==> config.mk <==
export PLATFORM = sky130hd
export DESIGN_NAME = scfifo_mlab_sa
export DESIGN_NICKNAME = d
export VERILOG_FILES = /design/src/rtl/scfifo_pkg.sv /design/src/rtl/mlab_dp_ram.sv /design/src/rtl/scfifo_mlab_sa.sv
export SDC_FILE = /design/constraint.sdc
export NUM_CORES = 1
export LEC_CHECK = 0
export CORE_MARGIN = 2
export CORE_UTILIZATION = 37
export DETAILED_ROUTE_END_ITERATION = 7
export SYNTH_ARGS = -nofsm -noshare
export SYNTH_HDL_FRONTEND = slang
export SYNTH_SLANG_ARGS = --single-unit
export TNS_END_PERCENT = 1
==> constraint.sdc <==
create_clock -name clk -period 4.7 [get_ports clk]
set_input_delay 1.175 -clock clk [delete_from_list [all_inputs] [get_ports clk]]
set_output_delay 1.175 -clock clk [all_outputs]
set_load 0.05 [all_outputs]
==> src/rtl/scfifo_pkg.sv <==
// Shared constants and sizing helpers for the scfifo family.
// Read-mode selectors and depth/count width functions.
package scfifo_pkg;

  localparam int SA_FWFT   = 1;
  localparam int SA_NORMAL = 0;

  function automatic int depth(input int addr_w);
    return 1 << addr_w;
  endfunction

  function automatic int usedw_w(input int addr_w);
    return addr_w + 1;
  endfunction

endpackage

==> src/rtl/mlab_dp_ram.sv <==
// Simple dual-port MLAB array with a registered, enable-gated read port.
// Same-address read/write in one cycle is never issued by the owner.
module mlab_dp_ram
  import scfifo_pkg::*;
#(
  parameter int WIDTH      = 8,
  parameter int ADDR_WIDTH = 5
) (
  input  logic                  clk,
  input  logic [WIDTH-1:0]      din,
  input  logic [ADDR_WIDTH-1:0] waddr,
  input  logic                  we,
  input  logic                  re,
  input  logic [ADDR_WIDTH-1:0] raddr,
  output logic [WIDTH-1:0]      dout
);

  (* ramstyle = "mlab" *)
  logic [WIDTH-1:0] mem [depth(ADDR_WIDTH)];

  always_ff @(posedge clk) begin
    if (we) mem[waddr] <= din;
    if (re) dout <= mem[raddr];
  end

endmodule

==> src/rtl/scfifo_mlab_sa.sv <==
// Single-clock MLAB FIFO with show-ahead or normal read mode,
// threshold flags, used-words count and sticky error flags.
module scfifo_mlab_sa
  import scfifo_pkg::*;
#(
  parameter int WIDTH      = 8,
  parameter int ADDR_WIDTH = 5,
  parameter int SHOW_AHEAD = SA_FWFT,
  parameter int AF_LVL     = depth(ADDR_WIDTH) - 2,
  parameter int AE_LVL     = 2
) (
  input  logic                clk,
  input  logic                sclr,
  input  logic                wreq,
  input  logic [WIDTH-1:0]    wdata,
  input  logic                rreq,
  output logic [WIDTH-1:0]    rdata,
  output logic                empty,
  output logic                full,
  output logic                almost_empty,
  output logic                almost_full,
  output logic [ADDR_WIDTH:0] usedw,
  output logic                overflow,
  output logic                underflow
);

  localparam int DEPTH = depth(ADDR_WIDTH);
  localparam int UW    = usedw_w(ADDR_WIDTH);
  localparam logic [UW-1:0] FULL_N = UW'(DEPTH);
  localparam logic [UW-1:0] AF_N   = UW'(AF_LVL);
  localparam logic [UW-1:0] AE_N   = UW'(AE_LVL);
  localparam bit FWFT = (SHOW_AHEAD != SA_NORMAL);

  logic [ADDR_WIDTH-1:0] wptr;
  logic [ADDR_WIDTH-1:0] rptr;
  logic [UW-1:0]         mcount;
  logic [UW-1:0]         mcount_n;
  logic [UW-1:0]         usedw_n;
  logic                  ovalid;
  logic                  ovalid_n;
  logic                  wr_acc;
  logic                  rd_acc;
  logic                  fetch;
  logic                  rzero;
  logic [WIDTH-1:0]      dout;

  always_comb begin
    wr_acc   = wreq & ~full;
    rd_acc   = rreq & ~empty;
    fetch    = rd_acc;
    ovalid_n = 1'b0;
    if (FWFT) begin
      // refill the output stage when it is idle or being consumed
      fetch    = (mcount != '0) & (~ovalid | rreq);
      ovalid_n = fetch | (ovalid & ~rd_acc);
    end
    usedw_n  = usedw + UW'(wr_acc) - UW'(rd_acc);
    mcount_n = mcount + UW'(wr_acc) - UW'(fetch);
  end

  always_ff @(posedge clk) begin
    if (sclr) begin
      wptr         <= '0;
      rptr         <= '0;
      mcount       <= '0;
      usedw        <= '0;
      ovalid       <= 1'b0;
      empty        <= 1'b1;
      full         <= 1'b0;
      almost_empty <= 1'b1;
      almost_full  <= (AF_N == '0);
      overflow     <= 1'b0;
      underflow    <= 1'b0;
      rzero        <= 1'b1;
    end else begin
      if (wr_acc) wptr <= wptr + ADDR_WIDTH'(1);
      if (fetch)  rptr <= rptr + ADDR_WIDTH'(1);
      mcount       <= mcount_n;
      usedw        <= usedw_n;
      ovalid       <= ovalid_n;
      empty        <= FWFT ? ~ovalid_n : (usedw_n == '0);
      full         <= (usedw_n == FULL_N);
      almost_empty <= (usedw_n <= AE_N);
      almost_full  <= (usedw_n >= AF_N);
      if (wreq & full)  overflow  <= 1'b1;
      if (rreq & empty) underflow <= 1'b1;
      if (fetch)        rzero     <= 1'b0;
    end
  end

  mlab_dp_ram #(
    .WIDTH      (WIDTH),
    .ADDR_WIDTH (ADDR_WIDTH)
  ) u_ram (
    .clk   (clk),
    .din   (wdata),
    .waddr (wptr),
    .we    (wr_acc & ~sclr),
    .re    (fetch & ~sclr),
    .raddr (rptr),
    .dout  (dout)
  );

  // the array has no reset, so mask it until the first post-reset read
  assign rdata = rzero ? '0 : dout;

endmodule

Yosys cells after proc, flatten, opt, wreduce, memory -nomap -nowiden. Memories as Yosys holds them, arrays and structs flattened. A register that Yosys moved wholly into a read port is not among the register bits. Index checks and enable logic that the tools add are counted. Widths: inputs -> output; s select.

RAM bits: 256. Input port bits: 12. Register bits after elaboration: 30. Memories: 1. Word-level logic and storage cells: 42.

Order comparisons: 2. Reductions and logical operators: 1. Bitwise logic cells: 16. Muxes and demuxes: 3. Equal/unequal tests: 1. Add/subtract/negate cells: 6.

Memories: u_ram.mem (depth 32, bits a word 8, rd ports 1, clocked after Yosys merged registers in 1, write ports 1, RTL line mlab_dp_ram.sv:19) `logic [WIDTH-1:0] mem [depth(ADDR_WIDTH)];`.

Operators with widths (number): $add 6x1->6 (2); $sub 6x1->6 (2); $add 5x1->5 const B (2); $and 1x1->1 (8); $mux 8 (1); $eq 6x6->1 const B (1); $ge 6x5->1 const B (1); $le 6x2->1 const B (1); $not 1->1 (6); $reduce_bool 6->1 (1); $mux 1 (2); $or 1x1->1 (2).

Logic depth before layout (Yosys ltp).
Word-level depth: 6. Gate-level depth with buffers: 14.

Cells and area by module. From an unflattened synthesis, not the netlist that was laid out.

Cell total of the unflattened synthesis: 579. Area, all modules: 11638.7 um^2.

By module, submodules not included: mlab_dp_ram (area each 10133.5 um^2, instances 1, seq. area each 7927.6 um^2, cells an instance 417); scfifo_mlab_sa (area each 1505.2 um^2, instances 1, seq. area each 600.6 um^2, cells an instance 162).

Worst setup path after synthesis. Ideal clock, no wire load.

Path type: input to register. Start point: in wreq. End point: reg full. Arrival time: 3566 ps. Slack: 1038 ps. Setup time: 96 ps. Cell stages on the path: 12. Required time: 4604 ps. Path through: nor2b_1 -> inv_1 -> ha_1 -> inv_1 -> ha_1 -> inv_1 -> fa_1 -> nand2b_1 -> a21oi_1 -> xor2_1 -> or3b_1 -> nor4b_1.

Word-level cells in the longest chain between the ends: 4.

Ends and longest elaborated chain: start, declared (RTL line scfifo_mlab_sa.sv:14) `input logic wreq,`; $and 1x1->1 (RTL line scfifo_mlab_sa.sv:48) `wr_acc = wreq & ~full;`; $add 6x1->6 (RTL line scfifo_mlab_sa.sv:57) `usedw_n = usedw + UW'(wr_acc) - UW'(rd_acc);`; $sub 6x1->6 (RTL line scfifo_mlab_sa.sv:57); $eq 6x6->1 (RTL line scfifo_mlab_sa.sv:82) `full <= (usedw_n == FULL_N);`; end signal, assigned (RTL line scfifo_mlab_sa.sv:82); end, declared (RTL line scfifo_mlab_sa.sv:19) `output logic full,`.

No other way between the ends. A chain may end at the register's enable or synchronous reset.

Worst setup path after layout. Ends and elaborated chain as after synthesis.

==> impl_results.md <==
- Leak Pwr: 0.004274 uW
- Total GRT Usage: 14.61%
- Vias in the first global route: 6242
- Final worst clock skew: between 7 and 8 ps
- Fin Hold WS: 478.2 ps
- DP Area: ~12000 um^2
- Crit-path max FO: 4
- Crit share post-route: 76.96%
- Initial Util: a little under two fifths
- Switch Pwr: 1947 uW
- RSZ-0062 raised after global routing: false
- Post-DP HPWL: 14690 um
- Sw Ratio: 27.81%
- Max Clock Freq: 276.5 MHz
- Pwr dens: 521.2 nW/um^2
- Top-level I/O count: 32
- Worst path required time: roughly 5200 ps
- Critical path arrival: 4070 ps
- Peak supply drop: around 0.4 mV
- Min-delay src: overflow$_SDFFE_PP0P_
- Cell Rows: 65
- Min-Delay Path Depth: 2
- Period minus WS final: about 3600 ps
- First-pass GRT wire length: roughly 37000 um
- Clock sink total: 294
- Type of the worst setup path: in2reg
- Startpoint Class: input port
- Post-synthesis instance area: 11730 um^2
- Placed Instances: 1067
- Worst hold endpoint: overflow$_SDFFE_PP0P_
- Post-route DRC: 0
- Slew Limit Fails: 0
- Chip width: 182.0 um
- Gate Count Post-Synth: between 600 and 700
- Area Growth Syn to Fin: 14.54%
- Total Nets Final: about 730
- Largest net degree at the start of global routing: 46
- Clock buffer depth: 3
- Internal: 5054 uW
- Post-CTS Resized: 0
- Yosys reg bits: 294
- PortBufs: 31
- Most common cell in the netlist: edfxtp_1
- CTS tree: done
- Initial DRC count: 470
- Gp weighted congestion: slightly below 0.8
- Number of flops mapped to enable cells by yosys: 264
- Post-route insts no fill: around 1100
- CORE AREA: 31390 um^2
- Max-Slew Margin vs Limit: 15.89%
- Adder-Cell Fraction of Synth Area: roughly 2.4%
- Setup violations, final: 0
- Antenna Nets Post-Route: 0
- Synth top area cells: edfxtp_1 (68%), mux4_2 (8.8%), dfxtp_1 (5.1%), mux2i_1 (2.9%), ha_1 (2.0%)
- Warnings from Yosys: 0
- Setup_tns: 0 ps
- Biggest area consumer among synthesized cells: edfxtp_1
- Multiplexer share of the synthesized area: 12.19%
- Slew @ Worst Pin: 1258 ps
- Initial antenna violation count: 0
- Routed len/inst: ~21 um
- Syn Area/Cell: around 18 um^2
- Synth Area in Compound Gates: a little under 5%
- CTS root buf: clkbuf_16
- Die height: 182.0 um
- Worst Reg-to-Reg Cells: 4
- Reg2reg setup slack: 1680 ps
- Max-cap viol count: 0
- CP Capture Type: flop
- Synth top cells by count: edfxtp_1 (264), nor2_1 (55), mux4_2 (46)
- Cell variety after synth: 46
- Share of cells above drive strength 1: 15.30%
- Total grt overflow: 0
- Outcome: completed
- Reg2reg start: rptr[0]$_SDFFE_PP0P_
- Clock network power share: 32.9%
- Setup bufs post-CTS: 0
- Post-synth top area share: about two thirds
- Top_reg_cell synth: edfxtp_1
- Ant. Diodes: 0
- FFs w/ async S/R, synth: 0%
- Worst-path clk slew: 60 ps
- Cts bufs inserted: 31
- Worst skew pair latency: 540 ps
- Simple-Gate Fraction of Synth Area: 4.375%
- Sequential area share after synthesis: 72.73%
- Vias per Instance: 5.252
- Final Hold Viols: 0
- WL final: 23970 um
- Largest family of logic cells by synthesized area: multiplexers
- Hold Buf Count CTS: 0
- Final Core Density: 42.79%
- Reg-to-reg endpoint: u_ram.dout[4]$_DFFE_PP_
- Vias: 5887
- Finished Cell Area: 13430 um^2
- Post-Syn Nets: 684
- Register share of total power: 44.6%
- Combinational Power Share: around 23%
- Synth Area in XOR/XNOR: under 10%
- DR pass1 iterations: 4
- Worst min path class: reg2reg
- Area of the die: 33130 um^2
- CTS HTree Levels: 1
[cell usage in the layout (no fill, tap or decap), types with 9 or more instances in the layout]
| master | Yosys | routed |
|---|---|---|
| edfxtp_1 | 264 | 264 |
| clkdlybuf4s50_1 | 0 | 31 |
| dfxtp_1 | 30 | 28 |
| mux4_2 | 46 | 46 |
| xor2_1 | 9 | 9 |
| nand2_1 | 10 | 10 |
| a21oi_1 | 27 | 27 |
| nor2b_1 | 14 | 14 |
| ha_1 | 19 | 19 |
| inv_1 | 24 | 24 |
| nor2_1 | 55 | 55 |
| buf_4 | 5 | 14 |
| clkbuf_16 | 0 | 31 |
| mux2i_1 | 34 | 34 |
[cells by family after synthesis]
kind of cell,Yosys count
AO/OA/AOI/OAI,78
XOR/XNOR,15
adder cells (fa/ha/maj),21
buffers and inverters,55
flip-flops,294
multiplexers,82
AND/OR/NAND/NOR,106
[layer usage]
metal	up-vias	GRT usage [%]	routed length, um
met1	2990	19.72	10280
met4	0	4.387	655
met3	44	2.367	1266
met2	183	24.46	11760
met5	-	0	0
li1	2670	-	-
[flip-flops by register name, summed over array words and instances (netlist names), 5 cells and up]
name and cells:
u_ram.mem 256, u_ram.dout 8, mcount 6, rptr 5, wptr 5, usedw 6
[worst max-delay path by stage]
stage                     from               to  slack, ps  cells past startpoint
after floorplan           wreq  full$_SDFF_PP0_       1040                     12
after global placement    wreq  full$_SDFF_PP0_        650                     13
after detailed placement  wreq  full$_SDFF_PP0_        520                     13
after CTS                 wreq  full$_SDFF_PP0_       1080                     13
after global routing      wreq  full$_SDFF_PP0_        820                     13
final                     wreq  full$_SDFF_PP0_       1080                     13
[power by group through the flow]
stage	Clock, uW	Sequential (uW)	Combinational [uW]
2_1_floorplan	0	3190	1160
3_3_place_gp	0	3180	1540
3_5_place_dp	0	3180	1580
4_1_cts	2360	3130	1590
5_1_grt	2450	3150	1710
6_report	2300	3120	1570
[per-stage QoR]
stage	total power (uW)	setup WS (ps)
after global routing	7306	822.3
after detailed placement	4761	521.3
after CTS	7073	1083
final	7001	1083
after floorplan	4349	1038
after global placement	4717	646.8
[cell type report]
class                           count  area [um^2]
Fill cell                        2759        17960
Sequential cell                   294         8533
Multi-Input combinational cell    302         2933
Clock buffer                       39        805.8
Tap cell                          402        503.0
Timing Repair Buffer               45        415.4
Clock inverter                     15        151.4
Inverter                           24        90.09
[worst max-delay path: stages]
cell,delay (ps)
clkdlybuf4s50_1,470
nor2b_1,180
inv_1,110
ha_1,300
inv_1,60
ha_1,150
inv_1,50
fa_1,420
nand2b_1,160
a21oi_1,170
xor2_1,120
or3b_1,420
nor4b_1,280
Note: power is estimated with default switching activity, not from simulation.
